--- src/rtl/sdram_req_fetch_if.sv ---
`default_nettype none
// ============================================================================
//  Module      : sdram_req_fetch_if
//  Description : Bundle between the request-FIFO read port, the request
//                fetcher and the SDRAM command engine.
//                  FIFO side   : fifo_empty, fifo_rd_data, fifo_rd_enable
//                  Command     : cmd_valid/cmd_ready, cmd_we, cmd_addr, cmd_len
//                  Write data  : wdata_valid/wdata_ready, wdata, wdata_last
//                  Status      : hdr_err, req_count
//                master = request fetcher, slave = FIFO + command engine.
//  Revision    : 1.0 - initial release
// ============================================================================
interface sdram_req_fetch_if #(
    parameter int DWIDTH = 16,
    parameter int CNT_W  = 16
);
    // FIFO read port (first-word fall-through)
    logic              fifo_empty;
    logic [DWIDTH-1:0] fifo_rd_data;
    logic              fifo_rd_enable;

    // Command channel
    logic              cmd_valid;
    logic              cmd_ready;
    logic              cmd_we;
    logic [23:0]       cmd_addr;
    logic [3:0]        cmd_len;

    // Write-data channel
    logic              wdata_valid;
    logic              wdata_ready;
    logic [DWIDTH-1:0] wdata;
    logic              wdata_last;

    // Status
    logic              hdr_err;
    logic [CNT_W-1:0]  req_count;

    modport master (
        input  fifo_empty, fifo_rd_data, cmd_ready, wdata_ready,
        output fifo_rd_enable, cmd_valid, cmd_we, cmd_addr, cmd_len,
               wdata_valid, wdata, wdata_last, hdr_err, req_count
    );

    modport slave (
        output fifo_empty, fifo_rd_data, cmd_ready, wdata_ready,
        input  fifo_rd_enable, cmd_valid, cmd_we, cmd_addr, cmd_len,
               wdata_valid, wdata, wdata_last, hdr_err, req_count
    );
endinterface
`default_nettype wire

--- src/rtl/sdram_req_fetch.sv ---
`default_nettype none
// ============================================================================
//  Module      : sdram_req_fetch
//  Description : Read-side consumer of the clock-crossing request FIFO.
//                Pops packed request words (FWFT FIFO), rebuilds one command
//                (direction, 24-bit word address, burst length 1..8) and a
//                stream of write-data beats, and hands both to the SDRAM
//                command engine over valid/ready handshakes.
//
//                Request words, in FIFO order:
//                  H0 = {we, len_m1[2:0], addr[23:12]}
//                  H1 = {rsvd[3:0], addr[11:0]}
//                  len_m1+1 data words follow when we=1.
//
//  Ports       : clk  - controller clock
//                rst  - asynchronous reset, active-high
//                bus  - sdram_req_fetch_if.master (FIFO read port, command
//                       channel, write-data channel, hdr_err, req_count)
//  Revision    : 1.0 - initial release
// ============================================================================
module sdram_req_fetch #(
    parameter int DWIDTH = 16,
    parameter int CNT_W  = 16
) (
    input  logic                  clk,
    input  logic                  rst,
    sdram_req_fetch_if.master     bus
);

    // The packed request format is only defined for 16-bit FIFO words.
    if (DWIDTH != 16) begin : g_bad_dwidth
        $fatal(1, "sdram_req_fetch: DWIDTH must be 16");
    end

    typedef enum logic [1:0] {
        S_HDR0  = 2'd0,
        S_HDR1  = 2'd1,
        S_CMD   = 2'd2,
        S_WDATA = 2'd3
    } state_t;

    state_t            r_state;
    state_t            w_state_nxt;

    logic              r_cmd_we;
    logic [23:0]       r_cmd_addr;
    logic [3:0]        r_cmd_len;
    logic [2:0]        r_beat_cnt;
    logic [CNT_W-1:0]  r_req_count;
    logic              r_hdr_err;

    logic              w_pop;
    logic              w_cmd_valid;
    logic              w_wdata_valid;
    logic              w_wdata_last;
    logic              w_req_done;

    // ------------------------------------------------------------------------
    // Next-state and handshake decode. Every pop is qualified by ~fifo_empty
    // so the FIFO can never be underflowed, whatever state we are in.
    // ------------------------------------------------------------------------
    always_comb begin
        w_state_nxt   = r_state;
        w_pop         = 1'b0;
        w_cmd_valid   = 1'b0;
        w_wdata_valid = 1'b0;
        w_wdata_last  = 1'b0;
        w_req_done    = 1'b0;

        case (r_state)
            S_HDR0: begin
                w_pop = ~bus.fifo_empty;
                if (w_pop) begin
                    w_state_nxt = S_HDR1;
                end
            end

            S_HDR1: begin
                w_pop = ~bus.fifo_empty;
                if (w_pop) begin
                    w_state_nxt = S_CMD;
                end
            end

            S_CMD: begin
                // Held until accepted; nothing else moves meanwhile.
                w_cmd_valid = 1'b1;
                if (bus.cmd_ready) begin
                    if (r_cmd_we) begin
                        w_state_nxt = S_WDATA;
                    end else begin
                        w_req_done  = 1'b1;
                        w_state_nxt = S_HDR0;
                    end
                end
            end

            S_WDATA: begin
                // The FIFO head is the beat itself, so a beat transfer and a
                // pop are the same event.
                w_wdata_valid = ~bus.fifo_empty;
                w_wdata_last  = (r_beat_cnt == 3'd0);
                w_pop         = ~bus.fifo_empty & bus.wdata_ready;
                if (w_pop && w_wdata_last) begin
                    w_req_done  = 1'b1;
                    w_state_nxt = S_HDR0;
                end
            end

            default: begin
                w_state_nxt = S_HDR0;
            end
        endcase
    end

    // ------------------------------------------------------------------------
    // State register
    // ------------------------------------------------------------------------
    always_ff @(posedge clk or posedge rst) begin
        if (rst) begin
            r_state <= S_HDR0;
        end else begin
            r_state <= w_state_nxt;
        end
    end

    // ------------------------------------------------------------------------
    // Command fields, beat counter, completion counter and header error.
    // Command fields only change on header pops, so they stay stable from
    // CMD entry through the whole write burst.
    // ------------------------------------------------------------------------
    always_ff @(posedge clk or posedge rst) begin
        if (rst) begin
            r_cmd_we    <= 1'b0;
            r_cmd_addr  <= 24'd0;
            r_cmd_len   <= 4'd0;
            r_beat_cnt  <= 3'd0;
            r_req_count <= '0;
            r_hdr_err   <= 1'b0;
        end else begin
            r_hdr_err <= 1'b0;

            if ((r_state == S_HDR0) && w_pop) begin
                r_cmd_we           <= bus.fifo_rd_data[15];
                r_cmd_len          <= {1'b0, bus.fifo_rd_data[14:12]} + 4'd1;
                r_cmd_addr[23:12]  <= bus.fifo_rd_data[11:0];
            end

            if ((r_state == S_HDR1) && w_pop) begin
                r_cmd_addr[11:0] <= bus.fifo_rd_data[11:0];
                // Reserved bits are flagged but otherwise ignored.
                r_hdr_err        <= |bus.fifo_rd_data[15:12];
            end

            if ((r_state == S_CMD) && bus.cmd_ready && r_cmd_we) begin
                r_beat_cnt <= 3'(r_cmd_len - 4'd1);
            end

            // Stop at zero on the last beat so the counter idles at 0.
            if ((r_state == S_WDATA) && w_pop && !w_wdata_last) begin
                r_beat_cnt <= r_beat_cnt - 3'd1;
            end

            if (w_req_done) begin
                r_req_count <= r_req_count + 1'b1;
            end
        end
    end

    // ------------------------------------------------------------------------
    // Outputs. The pop strobe is also masked by rst so that nothing is
    // consumed while the block is held in reset.
    // ------------------------------------------------------------------------
    assign bus.fifo_rd_enable = w_pop & ~rst;
    assign bus.cmd_valid      = w_cmd_valid;
    assign bus.cmd_we         = r_cmd_we;
    assign bus.cmd_addr       = r_cmd_addr;
    assign bus.cmd_len        = r_cmd_len;
    assign bus.wdata_valid    = w_wdata_valid;
    assign bus.wdata          = bus.fifo_rd_data;
    assign bus.wdata_last     = w_wdata_last;
    assign bus.hdr_err        = r_hdr_err;
    assign bus.req_count      = r_req_count;

endmodule
`default_nettype wire

--- src/flat_wrapper.sv ---
// flat-port wrapper written by rule: the top's interface ports become plain ports
module sdram_req_fetch_flat 
#(
    parameter int DWIDTH = 16,
    parameter int CNT_W  = 16
)
  (clk, rst, bus_fifo_empty, bus_fifo_rd_data, bus_cmd_ready, bus_wdata_ready, bus_fifo_rd_enable, bus_cmd_valid, bus_cmd_we, bus_cmd_addr, bus_cmd_len, bus_wdata_valid, bus_wdata, bus_wdata_last, bus_hdr_err, bus_req_count);
  sdram_req_fetch_if #(.DWIDTH(DWIDTH), .CNT_W(CNT_W)) bus_i ();
  input  logic clk;
  input  logic rst;
  input wire logic [$bits(bus_i.fifo_empty)-1:0] bus_fifo_empty;
  input wire logic [$bits(bus_i.fifo_rd_data)-1:0] bus_fifo_rd_data;
  input wire logic [$bits(bus_i.cmd_ready)-1:0] bus_cmd_ready;
  input wire logic [$bits(bus_i.wdata_ready)-1:0] bus_wdata_ready;
  output wire logic [$bits(bus_i.fifo_rd_enable)-1:0] bus_fifo_rd_enable;
  output wire logic [$bits(bus_i.cmd_valid)-1:0] bus_cmd_valid;
  output wire logic [$bits(bus_i.cmd_we)-1:0] bus_cmd_we;
  output wire logic [$bits(bus_i.cmd_addr)-1:0] bus_cmd_addr;
  output wire logic [$bits(bus_i.cmd_len)-1:0] bus_cmd_len;
  output wire logic [$bits(bus_i.wdata_valid)-1:0] bus_wdata_valid;
  output wire logic [$bits(bus_i.wdata)-1:0] bus_wdata;
  output wire logic [$bits(bus_i.wdata_last)-1:0] bus_wdata_last;
  output wire logic [$bits(bus_i.hdr_err)-1:0] bus_hdr_err;
  output wire logic [$bits(bus_i.req_count)-1:0] bus_req_count;
  assign bus_i.fifo_empty = bus_fifo_empty;
  assign bus_i.fifo_rd_data = bus_fifo_rd_data;
  assign bus_i.cmd_ready = bus_cmd_ready;
  assign bus_i.wdata_ready = bus_wdata_ready;
  assign bus_fifo_rd_enable = bus_i.fifo_rd_enable;
  assign bus_cmd_valid = bus_i.cmd_valid;
  assign bus_cmd_we = bus_i.cmd_we;
  assign bus_cmd_addr = bus_i.cmd_addr;
  assign bus_cmd_len = bus_i.cmd_len;
  assign bus_wdata_valid = bus_i.wdata_valid;
  assign bus_wdata = bus_i.wdata;
  assign bus_wdata_last = bus_i.wdata_last;
  assign bus_hdr_err = bus_i.hdr_err;
  assign bus_req_count = bus_i.req_count;
  sdram_req_fetch #(.DWIDTH(DWIDTH), .CNT_W(CNT_W)) u_core (.clk(clk), .rst(rst), .bus(bus_i));
endmodule
--- config.mk ---
export PLATFORM = sky130hd
export DESIGN_NAME = sdram_req_fetch_flat
export DESIGN_NICKNAME = d
export VERILOG_FILES = /design/src/rtl/sdram_req_fetch_if.sv /design/src/rtl/sdram_req_fetch.sv /design/src/flat_wrapper.sv
export SDC_FILE = /design/constraint.sdc
export NUM_CORES = 1
export LEC_CHECK = 0
export ABC_CLOCK_PERIOD_IN_PS = 1700
export BUFFER_PORTS_ARGS = -buffer_cell sky130_fd_sc_hd__buf_2
export CORE_MARGIN = 2
export CORE_UTILIZATION = 46
export CTS_BUF_LIST = sky130_fd_sc_hd__clkbuf_8
export DETAILED_ROUTE_END_ITERATION = 16
export GPL_ROUTABILITY_DRIVEN = 0
export PLACE_DENSITY = 0.85
export RECOVER_POWER = 25
export SKIP_CTS_REPAIR_TIMING = 1
export SYNTH_ARGS = -nofsm -noshare
export SYNTH_HDL_FRONTEND = slang
export SYNTH_SLANG_ARGS = --single-unit
--- constraint.sdc ---
create_clock -name clk -period 1.7 [get_ports clk]
set_input_delay 0.34 -clock clk [delete_from_list [all_inputs] [get_ports clk]]
set_output_delay 0.34 -clock clk [all_outputs]
set_load 0.05 [all_outputs]
==> qor.yml, run 1 <==
global_routing:
  grt_max_degree: 31
  globalRouteTotalUtil_pct: 18.5
  grt_remaining_overflow: 0
  grt_pass1_vias: 1949
  antenna_found_initial: 0
  grt_pass1_wl_um: 8780
synth:
  synth_edf_count: 0
  ys_seq_area_share_pct: 52.4
  synth_compound_area_share_pct: 5.19
  syn_area_per_cell_um2: 11.6
  synthTopCellsByArea: "dfrtp_1 52%, mux2_2 12%, buf_4 4.9%"
  synth_cell_types: 36
  synthAdderAreaFrac_pct: 2.06
  synth_async_sr_flop_share_pct: 100
  yosys_warnings: 0
  synth.mux.area_fraction_pct: 12.8
  synthSimpleGateAreaFrac_pct: 13.7
  syn_nets: 234
  syn_area_mm2: 0.00243
  synth_top_family_by_area: "simple AND/OR/NAND/NOR gates"
  synth_xor_area_share_pct: 6.12
  ys_ff_latch: 51
  synth_top_area_cell: "dfrtp_1"
  netlist_instances: 209
  synthFlopType: "dfrtp_1"
  synth_top_cell_area_share_pct: 52.4
placement:
  preCtsSetupSlack_ns: -0.149
  dp_cells: 359
  place_hpwl_um: 3880
  io_buffers: 86
cts:
  clk_latency_ns: 0.30
  clk_path_buf_depth: 2
  cts-buffers-inserted: 5
  cts_tree: "done"
  clock_sinks: 51
  cts_max_level: 2
  root_buffer: "clkbuf_8"
  clkTransAtPathRegs_ns: 0.09
setup_path:
  endpoint_kind: "primary output"
  cp_data_required_time_ns: 1.36
  r2r_end: "u_core.r_beat_cnt[2]"
  reg2reg_slack_ns: -0.06
  worstPathMaxFanout: 4
  start_kind: "flip-flop"
  arrival_ns: 1.48
  r2r_start: "u_core.r_beat_cnt[0]"
  ff2ff_path_depth: 7
  path_class: "flip-flop to primary output"
timing:
  setup_viol: 5
  hold_viol: 0
  maxSlewViolCount: 0
  max_freq_mhz: 548
  slew_headroom_pct: 24.5
  finClkSkew_ns: 0.00517
  period_needed_ns: 1.82
  period_share_pct: 107
  rsz0062_at_grt: "yes"
  setup_ws_ns: -0.123
  worst_pin_slew_ns: 1.13
  hold_ws_ns: 0.266
route:
  via_count: 1883
  avgRoutedWirePerCell_um: 14.2
  drtIter0Drc: 71
  drt_pass1_iterations: 5
  vias_per_cell: 5.13
  drt_wl_total_um: 5200
  postRouteAntennaNets: 0
  drcViolationCount: 0
final_layout:
  final_cell_mix: "83 x buf_2, 44 x dfrtp_1, 26 x mux2_2, 16 x buf_4, 14 x nand2_1"
  fin_cells: 367
  register_area_mm2: 0.00128
  finish.net_count: 321
  diodes: 0
  layout-drive-gt1-share_pct: 53.5
  nFillCells: 413
  multi_input_area_mm2: 0.00108
  syn_to_final_growth_pct: 30.2
  final_common_cell: "buf_2"
  fin_util_pct: 62.1
pwr:
  ir_drop_mv: 1.31
  p_leak_uw: 0.00163
  powerDensity_mw_per_mm2: 1990
  p_total_uw: 6300
die:
  die_w_um: 76.8
  dieArea_mm2: 0.00589
  core_area_mm2: 0.00511
  io_pins: 87
  fp.dieH_um: 76.8
  start_util_pct: 47.7
  rows: 26
min_path:
  hp-class: "primary input to async pin"
run_status:
  status: "finished, violations left"
  violations: "setup timing"
job:
  maxCapViolations: 0
how the worst max path moves through the flow:
stage / cells past startpoint / endpoint / slack [ns] / start
after detailed placement: 7 / u_core.r_beat_cnt[2] / -0.15 / u_core.r_beat_cnt[1]
final: 4 / bus_wdata_last / -0.12 / u_core.r_beat_cnt[0]
after global placement: 7 / u_core.r_beat_cnt[2] / 0.004 / u_core.r_beat_cnt[1]
after CTS: 4 / bus_wdata_last / -0.29 / u_core.r_beat_cnt[1]
after floorplan: 8 / u_core.r_beat_cnt[2] / -0.06 / u_core.r_beat_cnt[0]
after global routing: 4 / bus_wdata_last / -0.17 / u_core.r_beat_cnt[0]
logic make-up after synthesis:
| group | Yosys count |
|---|---|
| AO/OA/AOI/OAI | 20 |
| XOR/XNOR | 17 |
| adder cells (fa/ha/maj) | 4 |
| buffers and inverters | 31 |
| flip-flops | 51 |
| multiplexers | 28 |
| AND/OR/NAND/NOR | 58 |
flip-flops by register name, indices dropped and copies added, names as in the netlist:
signal                count
u_core.bus.req_count     16
u_core.bus.hdr_err        1
u_core.bus.cmd_len        4
u_core.r_state            2
u_core.r_beat_cnt         3
u_core.bus.cmd_addr      24
u_core.bus.cmd_we         1
cell usage after synthesis (2+ instances only):
| library cell | count |
|---|---|
| a22oi_1 | 2 |
| nand3b_1 | 2 |
| nor2_1 | 11 |
| mux2i_1 | 2 |
| xor2_1 | 9 |
| nor4_1 | 2 |
| a21oi_1 | 4 |
| xnor2_1 | 8 |
| inv_1 | 6 |
| dfrtp_1 | 51 |
| nand3_1 | 5 |
| and4_1 | 2 |
| nand2_1 | 15 |
| o22ai_1 | 2 |
| nor3_1 | 4 |
| nand4_1 | 5 |
| o22a_1 | 2 |
| buf_2 | 2 |
| and4b_1 | 2 |
| mux2_2 | 26 |
| nor4b_2 | 3 |
| buf_4 | 16 |
| o21ai_0 | 6 |
| nor2b_1 | 2 |
| clkbuf_1 | 6 |
| ha_1 | 4 |
power breakdown:
group / internal [uW] / total [uW] / switching (uW)
clock network: 366 / 745 / 379
registers: 1690 / 2010 / 322
logic: 1100 / 3540 / 2440
total: 3160 / 6300 / 3140
metal layers:
layer  share of wire [%]  up-vias  GRT usage, %
li1                    -      887             -
met1                  44      922          22.7
met2                  50       64          32.0
met3                 4.9       10          4.24
met4                 1.3        0          6.36
met5                   0        -             0
final cells by class:
type                            count  area share (%)
Timing Repair Buffer              105            18.6
Inverter                            6           0.710
Tap cell                           70            2.76
Multi-Input combinational cell    127            34.2
Sequential cell                    51            40.5
Clock buffer                        7            3.04
Clock inverter                      1           0.118
critical path, stage by stage (launching register included):
cell     delay, ns
dfrtp_1       0.39
or3_4         0.42
buf_6         0.15
nor2_4        0.08
buf_6         0.16
through the flow:
step | area, um^2 | setup TNS, ns
after floorplan | 2520 | -0.484
after global placement | 3030 | 0
after detailed placement | 3030 | -0.249
after CTS | 3130 | -0.685
after global routing | 3170 | -0.887
final | 3170 | -0.340
(Power assumes the default switching activity.)
==> run 2: changes to the inputs <==
Settings changed: ABC_AREA from default to 1, CORE_MARGIN 2 to 3, CORE_UTILIZATION 46 to 47, GPL_TIMING_DRIVEN from default to 0.
==> qor.yml, run 2 <==
setup_path:
  worstPathMaxFanout: 3  # -1
  path_class: "flip-flop to primary output"
  path_cells: "nor2_2 > nand2_1 > nor2_1 > buf_2"
  ff2ff_path_depth: 5  # -2
  arrival_ns: 1.28  # -0.20 ns
  start_kind: "flip-flop"
  cp.depth: 4  # unchanged
  endpoint_kind: "primary output"
  cp_data_required_time_ns: 1.36  # about the same
  cp_slowest_cell: "dfrtp_1"
  path_delay_family: "flip-flops"
  max_stage_delay_ns: 0.42  # about the same
  path_buf_inv: 1  # -1
synth:
  synth_compound_area_share_pct: 6.90  # +1.7 points
  synthAdderAreaFrac_pct: 1.88  # -0.18 points
  ys_seq_area_share_pct: 47.9  # -4.6 points
  yosys_warnings: 0  # unchanged
  syn_nets: 357  # +53%
  synth_xor_area_share_pct: 3.94  # -2.2 points
  synthTopCellsByArea: "dfrtp_1 48%, nand2_1 15%, nand3_1 5.6%"
  synth.mux.area_fraction_pct: 0  # -13 points
  synthSimpleGateAreaFrac_pct: 27.5  # +14 points
  syn_area_mm2: 0.00267  # +9.5%
  synth_top_cell_area_share_pct: 47.9  # -4.6 points
  synth_top_family_by_area: "simple AND/OR/NAND/NOR gates"
  synth_top_area_cell: "dfrtp_1"
  synth_top_cells_by_count: "104 x nand2_1, 51 x dfrtp_1, 32 x inv_1"
  synth_cell_types: 25  # -31%
  synth_edf_count: 0  # unchanged
  synthFlopType: "dfrtp_1"
  syn_area_per_cell_um2: 8.03  # -31%
  synth_most_common_cell: "nand2_1"
  netlist_instances: 332  # +59%
  synth_async_sr_flop_share_pct: 100  # unchanged
  ys_ff_latch: 51  # unchanged
job:
  maxCapViolations: 0  # unchanged
die:
  io_pins: 87  # unchanged
  fp.dieH_um: 81.3  # +5.9%
  core_area_mm2: 0.00530  # +3.8%
  rows: 26  # unchanged
  start_util_pct: 50.3  # +2.6 points
  dieArea_mm2: 0.00661  # +12%
  die_w_um: 81.3  # +5.9%
global_routing:
  globalRouteTotalUtil_pct: 20.0  # +1.5 points
  antenna_found_initial: 0  # unchanged
  grt_max_degree: 39  # +26%
  grt_remaining_overflow: 0  # unchanged
  grt_pass1_vias: 2347  # +20%
  grt_pass1_wl_um: 10300  # +17%
final_layout:
  syn_to_final_growth_pct: 26.4
  layout-drive-gt1-share_pct: 31.0  # -23 points
  finish.net_count: 453  # +41%
  nFillCells: 463  # +12%
  final_cell_mix: "104 x nand2_1, 86 x buf_2, 50 x dfrtp_1, 32 x inv_1"
  largest_reg_flops: 24  # unchanged
  diodes: 0  # unchanged
  multi_input_area_mm2: 0.00109  # +0.69%
  final_common_cell: "nand2_1"
  register_area_mm2: 0.00128  # -0.58%
  fin_cells: 499  # +36%
route:
  drt_wl_total_um: 6060  # +17%
  via_count: 2405  # +28%
  avgRoutedWirePerCell_um: 12.1  # -14%
  postRouteAntennaNets: 0  # unchanged
  drt_pass1_iterations: 4  # -1
  vias_per_cell: 4.82  # -6.1%
  drcViolationCount: 0  # unchanged
  drtIter0Drc: 101  # +42%
cts:
  root_buffer: "clkbuf_8"
  clk_latency_ns: 0.30  # about the same
  cts_max_level: 2  # unchanged
  cts-buffers-inserted: 5  # unchanged
  clock_sinks: 51  # unchanged
  clkTransAtPathRegs_ns: 0.09  # about the same
  cts_tree: "done"
  clk_path_buf_depth: 2  # unchanged
timing:
  fin_setup_tns_ns: 0  # +0.340 ns
  hold_viol: 0  # unchanged
  slew_headroom_pct: 62.7  # +38 points
  period_share_pct: 95.2  # -12 points
  period_needed_ns: 1.62  # -0.205 ns
  worst_pin_slew_ns: 0.559  # -0.573 ns
  hold_ws_ns: 0.0816  # -0.184 ns
  max_freq_mhz: 618  # +13%
  finClkSkew_ns: 0.00464  # -0.000534 ns
  setup_viol: 0  # -5
  maxSlewViolCount: 0  # unchanged
pwr:
  p_total_uw: 6010  # -4.6%
  ir_drop_mv: 1.24  # -5.2%
  p_leak_uw: 0.00186  # +14%
  powerDensity_mw_per_mm2: 1780  # -10%
min_path:
  hp-class: "primary input to async pin"
placement:
  place_hpwl_um: 4680  # +21%
  dp_cells: 489  # +36%
  io_buffers: 86  # unchanged
run_status:
  status: "completed"
==> run 2: cell count changes after synthesis, moves of 4 or more <==
cell	before	now
nor3_1	4	0
nand2_1	15	104
nor2_1	11	23
inv_1	6	32
o21ai_0	6	30
nand3_1	5	30
xnor2_1	8	3
mux2_2	26	0
==> run 2: power breakdown <==
part	switching, uW	total (uW)	internal, uW	leakage (uW)
combinational	2390	3160	769	0.00114
clock	408	892	485	0.0000618
sequential	317	1960	1640	0.000656
total	3120	6010	2890	0.00186
==> run 2: cells by family after synthesis <==
kind of cell    count (synthesis)
fa+ha+maj                       4
xor+xnor                       12
buf+inv                        60
compound gates                 36
flops                          51
simple gates                  169
==> run 2: layer usage <==
metal	track usage, %	wire length, um	vias to the layer above
met5	0	0	-
met4	7.77	67	0
met3	4.10	413	6
met2	34.2	3040	73
met1	24.8	2530	1109
li1	-	-	1217
==> run 2: metrics by stage <==
stage,setup WS [ns],cell area [um^2],utilization [%]
after floorplan,0.0489,2670,-
after global placement,-0.502,3190,60.1
after detailed placement,-0.00406,3210,60.5
after CTS,-0.178,3330,62.8
after global routing,-0.00745,3370,63.6
final,0.0814,3370,63.6
==> run 2: final cells by class <==
cell class                 count  area share [%]
clock buffer                   6            2.45
tap                           70            2.60
sequential                    51            37.9
inverter                      34            3.79
multi-input combinational    221            32.4
clock inverter                 2            1.15
buffer                        26            5.68
timing repair buffer          89            14.0
==> run 2: final timing paths <==
kind                                       start  slack (ns)                       to
min                                          rst        0.08  u_core.bus.req_count[3]
max in group asynchronous                    rst        1.03        u_core.r_state[1]
min reg2reg                u_core.bus.cmd_len[3]        0.50    u_core.bus.cmd_len[3]
max                         u_core.r_beat_cnt[1]        0.08           bus_wdata_last
min in group clk            bus_fifo_rd_data[15]        0.28        u_core.bus.cmd_we
max reg2reg                    u_core.r_state[0]        0.15        u_core.r_state[1]
==> run 3: changes to the inputs <==
Settings changed: CAP_MARGIN from default to 20, GPL_TIMING_DRIVEN 0 to default, SLEW_MARGIN from default to 20.
==> qor.yml, run 3 (synthesis gave the netlist of run 2 again) <==
run_status:
  status: "completed"
global_routing:
  grt_max_degree: 52  # +33%
  antenna_found_initial: 0  # unchanged
  grt_remaining_overflow: 0  # unchanged
  grt_pass1_vias: 2221  # -5.4%
  globalRouteTotalUtil_pct: 18.7  # -1.3 points
  grt_pass1_wl_um: 9670  # -6.1%
die:
  rows: 26  # unchanged
  io_pins: 87  # unchanged
  core_area_mm2: 0.00530  # unchanged
  start_util_pct: 50.3  # unchanged
  die_w_um: 81.3  # unchanged
  dieArea_mm2: 0.00661  # unchanged
  fp.dieH_um: 81.3  # unchanged
job:
  maxCapViolations: 0  # unchanged
min_path:
  hp-class: "primary input to flip-flop"
  worstHoldPathCells: 3
  min_from: "bus_fifo_rd_data[15]"
  hold_end: "u_core.bus.cmd_we"
route:
  drt_pass1_iterations: 4  # unchanged
  postRouteAntennaNets: 0  # unchanged
  drt_wl_total_um: 5710  # -5.7%
  vias_per_cell: 4.92  # +2.1%
  via_count: 2338  # -2.8%
  avgRoutedWirePerCell_um: 12.0  # -0.93%
  drtIter0Drc: 106  # +5.0%
  drcViolationCount: 0  # unchanged
final_layout:
  layout-drive-gt1-share_pct: 27.4  # -3.6 points
  nFillCells: 478  # +3.2%
  diodes: 0  # unchanged
  fin_area_mm2: 0.00316  # -6.2%
  final_cell_mix: "104 x nand2_1, 83 x buf_2, 50 x dfrtp_1, 31 x inv_1"
  fin_util_pct: 59.6  # -4.0 points
  final_common_cell: "nand2_1"
  multi_input_area_mm2: 0.00108  # -0.80%
  syn_to_final_growth_pct: 18.5
  fin_cells: 475  # -4.8%
  finish.net_count: 429  # -5.3%
  register_area_mm2: 0.00128  # unchanged
  largest_reg_flops: 24  # unchanged
setup_path:
  cp_data_required_time_ns: 1.36  # about the same
  r2r_end: "u_core.bus.req_count[10]"
  arrival_ns: 1.30  # +0.02 ns
  start_kind: "flip-flop"
  reg2reg_slack_ns: 0.19  # +0.04 ns
  ff2ff_path_depth: 6  # +1
  worstPathMaxFanout: 3  # unchanged
  r2r_start: "u_core.r_beat_cnt[1]"
  path_class: "flip-flop to primary output"
  endpoint_kind: "primary output"
timing:
  maxSlewViolCount: 0  # unchanged
  max_freq_mhz: 610  # -1.3%
  period_needed_ns: 1.64  # +0.0217 ns
  worst_pin_slew_ns: 1.22  # +0.659 ns
  slew_headroom_pct: 18.8  # -44 points
  finClkSkew_ns: 0.00750  # +0.00286 ns
  period_share_pct: 96.5  # +1.3 points
  setup_viol: 0  # unchanged
  hold_viol: 0  # unchanged
cts:
  clk_latency_ns: 0.30  # about the same
  clock_sinks: 51  # unchanged
  root_buffer: "clkbuf_8"
  clkTransAtPathRegs_ns: 0.09  # about the same
  cts_max_level: 2  # unchanged
  cts-buffers-inserted: 5  # unchanged
  cts_tree: "done"
  clk_path_buf_depth: 2  # unchanged
pwr:
  pwr-share-comb_pct: 53.1  # +0.5 points
  p_total_uw: 5700  # -5.1%
  power_frac_clock_pct: 12.6  # -2.2 points
  ir_drop_mv: 1.35  # +8.8%
  powerDensity_mw_per_mm2: 1800  # +1.2%
  p_leak_uw: 0.00173  # -6.9%
  p_switching_uw: 3040  # -2.5%
  p_int_uw: 2670  # -7.8%
  switching_share_pct: 53.2  # +1.4 points
  seq_power_share_pct: 34.2  # +1.6 points
placement:
  place_hpwl_um: 4280  # -8.4%
  dp_cells: 467  # -4.5%
  io_buffers: 86  # unchanged
  placed_area_mm2: 0.00306  # -4.6%
## run 3: cell count changes in the layout (fill, tap and decap cells not counted), sizes merged
| cell | delta |
|---|---|
| buf | -21 |
| bufinv | -1 |
| clkbuf | -3 |
| clkinv | +2 |
| clkinvlp | +1 |
| inv | -2 |
## run 3: worst max-delay path by stage
| stage | from | end | slack (ns) | cells after the start |
|---|---|---|---|---|
| 2_1_floorplan | u_core.bus.req_count[0] | u_core.bus.req_count[12] | 0.05 | 7 |
| 3_3_place_gp | bus_fifo_empty | u_core.r_beat_cnt[2] | 0.14 | 12 |
| 3_5_place_dp | bus_fifo_empty | u_core.r_beat_cnt[2] | 0.006 | 12 |
| 4_1_cts | u_core.r_state[1] | bus_fifo_rd_enable | -0.16 | 5 |
| 5_1_grt | u_core.r_state[1] | bus_fifo_rd_enable | -0.004 | 5 |
| 6_report | u_core.r_beat_cnt[1] | bus_wdata_last | 0.06 | 4 |
## run 3: worst max-delay path, stage by stage, from the launching register on
cell and delay (ns):
dfrtp_1 0.42, nor2_2 0.13, nand2_1 0.10, nor2_1 0.09, buf_2 0.26
## run 3: metal layers
layer  global-route usage (%)  part of all wire, %  vias to the layer above
met2                     32.2                   49                       76
met5                        0                    0                        -
met1                     22.4                   43                     1091
met3                     5.65                  7.3                        2
li1                         -                    -                     1169
met4                     5.74                 0.53                        0
## run 3: cell type report
class                           count  share of cell area (%)
Sequential cell                    51                    40.4
Multi-Input combinational cell    221                    34.3
Timing Repair Buffer               91                    15.4
Inverter                           34                    4.04
Tap cell                           70                    2.77
Clock buffer                        6                    2.61
Clock inverter                      2                   0.515
## run 3: metrics by stage
step / setup WS, ns / setup TNS, ns / hold slack, ns
after floorplan: 0.0489 / 0 / 0.461
after global placement: 0.140 / 0 / 0.418
after detailed placement: 0.00627 / 0 / 0.423
after CTS: -0.157 / -0.157 / 0.0901
after global routing: -0.00431 / -0.00431 / 0.304
final: 0.0597 / 0 / 0.282
## run 3: power by group through the flow
stage               combinational [uW]  sequential (uW)  clock (uW)
floorplan                         1110             3200           0
global placement                  2970             1950           0
detailed placement                3050             1950           0
CTS                               3040             1950         744
global route                      3270             2020         803
finish                            3030             1950         720
